$ cat src/rtl/instr_encoder.sv
// Instruction encoder: packs field bundles into 16-bit words {a, b, c, op},
// buffers them in a small FIFO and streams them into instruction RAM at
// consecutive addresses, stopping after the halt word has been written.
module instr_encoder #(
  parameter int unsigned DEPTH     = 4,
  parameter int unsigned ADDR_W    = 8,
  parameter int unsigned BASE_ADDR = 0
) (
  input  logic              clk,
  input  logic              rst,
  input  logic              clear,
  input  logic              in_valid,
  output logic              in_ready,
  input  logic [3:0]        in_op,
  input  logic [4:0]        in_a,
  input  logic [4:0]        in_b,
  input  logic [3:0]        in_c,
  output logic              mem_we,
  input  logic              mem_ready,
  output logic [ADDR_W-1:0] mem_addr,
  output logic [15:0]       mem_wdata,
  output logic [ADDR_W:0]   words_written,
  output logic              done,
  output logic              err_illegal,
  output logic              err_wrap
);

  localparam int unsigned PtrW = (DEPTH > 1) ? $clog2(DEPTH) : 1;
  localparam int unsigned CntW = PtrW + 1;
  localparam int unsigned WcW  = ADDR_W + 1;

  typedef enum logic [1:0] {StRun, StDrain, StDone} state_e;

  state_e            state_q, state_d;
  logic [15:0]       fifo_mem [DEPTH];
  logic [PtrW-1:0]   wr_ptr_q, rd_ptr_q;
  logic [CntW-1:0]   count_q;
  logic [ADDR_W-1:0] addr_q;
  logic [WcW-1:0]    wcount_q;
  logic              err_illegal_q, err_wrap_q;

  logic        fifo_full, fifo_empty;
  logic        accept, legal, push, pop, is_halt;
  logic [15:0] word;

  // Handshake decode, legality check and word packing
  always_comb begin
    fifo_full  = (count_q == CntW'(DEPTH));
    fifo_empty = (count_q == '0);
    // Ready depends on registered state only, never on in_valid
    in_ready   = (state_q == StRun) && !fifo_full;
    accept     = in_valid && in_ready;
    // Register ids arrive in decoder form {idx, 1'b1}; zero means unused
    legal      = (in_op != 4'd13) && (in_op != 4'd14) &&
                 ((in_a == 5'd0) || in_a[0]) &&
                 ((in_b == 5'd0) || in_b[0]);
    push       = accept && legal;
    is_halt    = (in_op == 4'd15);
    word       = {in_a[4:1], in_b[4:1], in_c, in_op};
    mem_we     = !fifo_empty && (state_q != StDone);
    pop        = mem_we && mem_ready;
    mem_wdata  = fifo_mem[rd_ptr_q];
    mem_addr   = addr_q;
    words_written = wcount_q;
    done          = (state_q == StDone);
    err_illegal   = err_illegal_q;
    err_wrap      = err_wrap_q;
  end

  // Next-state logic: halt acceptance starts draining, last pop finishes
  always_comb begin
    state_d = state_q;
    unique case (state_q)
      StRun:   if (push && is_halt) state_d = StDrain;
      // No pushes happen while draining, so the halt word is the last entry
      StDrain: if (pop && (count_q == CntW'(1))) state_d = StDone;
      StDone:  state_d = StDone;
      default: state_d = StRun;
    endcase
  end

  // FIFO storage; contents need no reset since pointers define validity
  always_ff @(posedge clk) begin
    if (push) fifo_mem[wr_ptr_q] <= word;
  end

  // Control state, pointers, address and status registers
  always_ff @(posedge clk) begin
    if (rst || clear) begin
      state_q       <= StRun;
      wr_ptr_q      <= '0;
      rd_ptr_q      <= '0;
      count_q       <= '0;
      addr_q        <= ADDR_W'(BASE_ADDR);
      wcount_q      <= '0;
      err_illegal_q <= 1'b0;
      err_wrap_q    <= 1'b0;
    end else begin
      state_q <= state_d;
      if (push) wr_ptr_q <= wr_ptr_q + PtrW'(1);
      if (pop)  rd_ptr_q <= rd_ptr_q + PtrW'(1);
      if (push && !pop)      count_q <= count_q + CntW'(1);
      else if (!push && pop) count_q <= count_q - CntW'(1);
      if (accept && !legal) err_illegal_q <= 1'b1;
      if (pop) begin
        addr_q <= addr_q + ADDR_W'(1);
        if (addr_q == '1) err_wrap_q <= 1'b1;
        if (wcount_q != '1) wcount_q <= wcount_q + WcW'(1);
      end
    end
  end

endmodule

$ cat config.mk
export PLATFORM = sky130hd
export DESIGN_NAME = instr_encoder
export DESIGN_NICKNAME = d
export VERILOG_FILES = /design/src/rtl/instr_encoder.sv
export SDC_FILE = /design/constraint.sdc
export NUM_CORES = 1
export LEC_CHECK = 0
export ABC_AREA = 1
export CAP_MARGIN = 20
export CELL_PAD_IN_SITES_DETAIL_PLACEMENT = 1
export CELL_PAD_IN_SITES_GLOBAL_PLACEMENT = 1
export CORE_MARGIN = 3
export CORE_UTILIZATION = 25
export DETAILED_ROUTE_END_ITERATION = 8
export GPL_TIMING_DRIVEN = 0
export PLACE_DENSITY_LB_ADDON = 0.1
export RECOVER_POWER = 25
export SYNTH_ARGS = -nofsm -noshare
export SYNTH_HDL_FRONTEND = slang
export SYNTH_SLANG_ARGS = --single-unit
$ cat constraint.sdc
create_clock -name clk -period 2.8 [get_ports clk]
set_input_delay 0.56 -clock clk [delete_from_list [all_inputs] [get_ports clk]]
set_output_delay 0.56 -clock clk [all_outputs]
set_load 0.1 [all_outputs]
# Word-level counts from Yosys, hierarchy flattened
# Memory sizes are Yosys's and may differ from the RTL's. A register that Yosys moved wholly into a read port is not among the register bits.
# Index checks and enable logic that the tools add are counted.
# Widths: inputs -> output; s select.
# classes
addsub,6
eq_ne,12
n_mux,9
n_reduce_logical,29
# ops
operator,count
$logic_and 1x1->1,13
$logic_not 5->1,2
$add 9x1->9 const B,1
$ne 9x9->1 const B,1
$add 8x1->8 const B,1
$eq 8x8->1 const B,1
$mux 2,4
$ne 4x4->1 const B,2
$mux 3,2
$pmux 2 s3,1
$reduce_and 2->1,3
$logic_not 1->1,5
$add 2x1->2 const B,2
$eq 4x4->1 const B,1
$ne 2x2->1 const B,2
$add 3x1->3 const B,1
$eq 3x1->1 const B,1
$eq 3x3->1 const B,1
$logic_not 3->1,1
$logic_or 1x1->1,3
$sub 3x1->3 const B,1
$eq 2x1->1 const B,1
$eq 2x2->1 const B,1
$logic_not 2->1,1
3 further kinds,4
# word_totals
register_bits,28
ramBits,64
output_inout_bits,38
wordCells,65
memories,1
# mem_list
name,words,word_bits,read_ports,rd_clocked_by_memory_dff,wr,line_no,text
fifo_mem,4,16,1,1,1,35,logic [15:0] fifo_mem [DEPTH];

# Longest topological paths before layout
# logic_depth
ltp_word,9
ltp_mapped,13

# Worst setup path before layout
# OpenSTA, ideal clock, no wires.
# synth_timing
path_kind,register to register
start,register count_q[0]
end,memory fifo_mem[0][0] (enable)
setup_time_ns,0.389
arrival_time_ns,4.239
path_slack_ns,-1.828
path_stages_with_launch,7
n_path_buf,0
synth_period_minus_slack_ns,4.628
path_cell_list,dfxtp_1 inv_1 ha_1 a21boi_0 and2_2 nand2_2 nor2_1
# synth_between
elab_chain_len,7
# synth_rtl
item,line_no,text
start: declaration,37,logic [CntW-1:0] count_q;
start signal: assignment,102,if (push && !pop) count_q <= count_q + CntW'(1);
start signal: assignment,103,else if (!push && pop) count_q <= count_q - CntW'(1);
$eq 3x3->1,48,fifo_full = (count_q == CntW'(DEPTH));
$logic_not 1->1,51,in_ready = (state_q == StRun) && !fifo_full;
$logic_and 1x1->1,51,
via in_ready,13,"output logic in_ready,"
$logic_and 1x1->1,52,accept = in_valid && in_ready;
$logic_and 1x1->1,57,push = accept && legal;
$mux 1,84,if (push) fifo_mem[wr_ptr_q] <= word;
$mux 1 (implied by the code),84,
end: declaration,35,
# The timed path passes the listed nets, and every way through them passes these cells.

# Worst setup path after layout
# layout_timing
start,register count_q[0]
end,output in_ready
# layout_between
elab_chain_len,3
# layout_rtl
item,line_no
$eq 3x3->1,48
$logic_not 1->1,51
$logic_and 1x1->1,51
end: declaration,13
# Every way passes these cells.

==> reports/summary.md <==
The flow ran to the end, and the final reports show no timing, DRC or antenna violations. Global routing used 3.52% of the available met3 tracks. The number of DRC markers after the initial detailed-route iteration is 96, and the share of synthesized area occupied by flip-flops and latches is 64.0%. For the final number of hold-violating endpoints, the log shows 0. Setup repair after global routing left no endpoint under its margin.

The setup fix buffers added after clock tree synthesis came out at 0. The number of synthesized register bits was 94. The tools report the number of warnings issued by yosys as 0.

The critical path goes through inv_1, ha_1, a21boi_4, clkdlybuf4s15_1. Counting flops with an async set or reset pin after synthesis yields a share of 0%. The placed cell area was 0.00496 mm2; the number of nets in the synthesized netlist was 405. The tools report the data arrival at the endpoint of the critical path as 2150 ps. Longest individual stage delay on the worst path: 840 ps.

The via count of the first global-routing pass is 2,993, and the power per cell area is 586 mW/mm2. The clock passes through at most 2 buffers. By count the netlist is led by nor2_1, edfxtp_1, o21ai_0.

Across all register-to-register paths, the minimum setup slack is 560 ps. The clock net in this run drives a total of 94 sinks. The placer's final routability congestion estimate was 0.715; the die area was 0.0173 mm2.

The master of the slowest instance on the critical path is clkdlybuf4s15_1. The met2 track demand over resource in global routing is 19.9%, and the number of buffer cells added on primary ports is 60. For this run, design rule violations remaining after detail routing come to 0.

Buffers inserted to repair hold after CTS numbered 0. The logs give 0.0153 mm2 for the total core area and 0 for the initial antenna violation count. Max-cap violations in this run came to 0. Yosys instantiated no cell more often than nor2_1.

Setup violations remaining at the end of the flow were counted as 0. The run gives 366 as the number of cells produced by synthesis. Classification of the worst setup path: reg2out.

The number of buffers inserted during clock tree synthesis is 9, and the count of antenna-violating nets left after detailed routing is 0. The tools report the final worst clock skew as 8.64 ps. The critical path required time was 2240 ps; the placement row count was 45. The CTS clock-pin slew for the worst setup and hold paths works out to 60 ps. Depth of the CTS H-tree: 3. The final count of pins violating max slew was 0; the detailed-placement wirelength estimate was 7.03 mm.

After global routing, the most crowded layer is met2. For the largest net degree at the start of global routing, the log shows 17. Area of the mapped netlist: 0.00394 mm2. The peak fanout along the critical path was 4; the clock network latency to the later pin of the worst-skew pair was 340 ps.

For this configuration, the core starts out at a cell density of 25.7%. The worst hold slack is 480 ps, and the area of the multi-input gates is 0.00132 mm2. The tools report the first-pass GRT wire length as 16.3 mm. Counting distinct cell types in the post-synthesis netlist gives 29. The analysis attributes to cell leakage a power of 1.89 nW.

The number of antenna diodes in the final layout is 0. The sequential cells in the finished layout cover a total of 0.00252 mm2. The filler cells instantiated in the layout total 1,743. Static timing analysis puts the maximum clock frequency at 0.370 GHz. Most common flop cell mapped by yosys: edfxtp_1.

The total track usage was 12.1%. The headroom to the max-slew limit was 33.0%; the area added between synthesis and finish was 33.4%. The run gives 61 as the top-level port count. edfxtp_1 takes more of the synthesized area than any other cell.

The finished cells cover 0.00526 mm2. The number of iterations in the first detailed-routing pass was 4. The worst setup path is captured at a primary output. For this block, the via count after detailed routing is 2,842.

For the pin with the worst max-slew slack, the measured transition is 1000 ps. In this run the clock root is driven by a clkbuf_16. The die height was 132 um. The number of nets in the layout was 480; the remaining global-route overflow was 0. Share of the clock period used by the worst path: 96.6%. By area the synthesized netlist is led by edfxtp_1, dfxtp_1, nor2_1. Across the VDD grid, the largest voltage drop is 0.263 mV. After layout, the minimum clock period comes to 2710 ps. The tools report the final wirelength as 10.2 mm. The width of the chip came out at 132 um. TritonCTS built the clock tree. The per-instance average area after synthesis was 10.8 um2. The area fraction of the dominant cell type after synthesis works out to 48.8%.

The average wire per standard cell came out at 15.5 um. The number of enable flip-flop cells after synthesis is 64. The critical path launch point type was a flip-flop.

Global routing consumed, on the met1 layer, 15.4% of the routing resources. Dividing the detail-routed via count by the number of cells gives 4.33. Classification of the worst-slack hold path: reg2reg. In the final layout, the share of cells above drive strength 1 is 14.8%.
[cell type report]
type                       count  share of cell area [%]
buffer                        10                   0.905
clock buffer                   9                    4.28
clock inverter                 7                    1.33
inverter                      40                    2.86
multi-input combinational    222                    25.1
sequential                    94                    48.0
tap                          211                    5.02
timing repair buffer          64                    12.5
[cells by family (layout without fill, tap and decap cells)]
| group | after synthesis | in the layout | share of synthesized area [%] |
|---|---|---|---|
| xor gates and xnor gates | 4 | 4 | 0.889 |
| DFF | 94 | 94 | 64.0 |
| AOI/OAI and AO/OA | 88 | 88 | 12.0 |
| adders and majority gates | 16 | 16 | 5.08 |
| buffers and inverters | 50 | 130 | 4.76 |
| and+or+nand+nor | 114 | 114 | 13.2 |
[metrics by stage]
step                      worst slack [ps]  setup TNS [ps]  std cells  util, %  total power, W
after floorplan                      -18.4           -1180        366        -         0.00178
after global placement                -910          -57700        637     31.9         0.00190
after detailed placement              -380           -5280        641     32.4         0.00191
after CTS                             2.21               0        657     34.5         0.00314
after global routing                 0.291               0        657     34.3         0.00321
final                                 93.9               0        657     34.3         0.00308
[cell usage in the layout, fill, tap and decap left out, drive strengths merged]
master and n:
nor2 67, clkdlybuf4s15 9, xor2 3, edfxtp 64, inv 42, bufinv 1
nand3 12, xnor2 1, o22ai 16, clkdlybuf4s50 29, a21boi 1, clkbuf 19
dfxtp 30, clkinvlp 2, clkinv 2, dlygate4sd3 12, buf 9, o21ai 46
o21a 4, a21oi 20, ha 16, dlygate4sd2 1, a31oi 1, and2 1
clkdlybuf4s18 3, nand4 1, nand2 23, dlymetal6s2s 1, nor3 6, and3 2
nor3b 2
[per-layer routing]
layer | vias to the layer above | routed length (um)
met4 | 0 | 145
met5 | - | 0
met3 | 10 | 371
li1 | 1413 | -
met1 | 1371 | 4840
met2 | 48 | 4790
[state kept, by name (all words and copies together) (netlist names), named ones only]
| register | cells |
|---|---|
| count_q | 3 |
| err_illegal | 1 |
| err_wrap | 1 |
| fifo_mem | 64 |
| mem_addr | 8 |
| rd_ptr_q | 2 |
| state_q | 2 |
| words_written | 9 |
| wr_ptr_q | 2 |
[final timing paths]
path | end | depth (start not counted) | from
max | in_ready | 4 | count_q[0]
max reg2reg | count_q[2] | 11 | count_q[0]
min | err_illegal | 2 | err_illegal
min reg2reg | err_illegal | 2 | err_illegal
[worst max-delay path, delay by kind of cell (launching register included)]
family | cells | cell delay, ps
AO/OA/AOI/OAI | 1 | 190
adder cells (fa/ha/maj) | 1 | 300
buffers and inverters | 2 | 940
flip-flops | 1 | 370
[power by group]
group / switching [W] / internal (W)
clock network: 0.000526 / 0.000692
logic: 0.000261 / 0.0000918
registers: 0.00000911 / 0.00150
[timing repair]
action                     in CTS  in global routing
pin swaps                       0                  0
setup endpoints to repair      18                 13
resized for setup              58                 16
(Power assumes the default switching activity.)
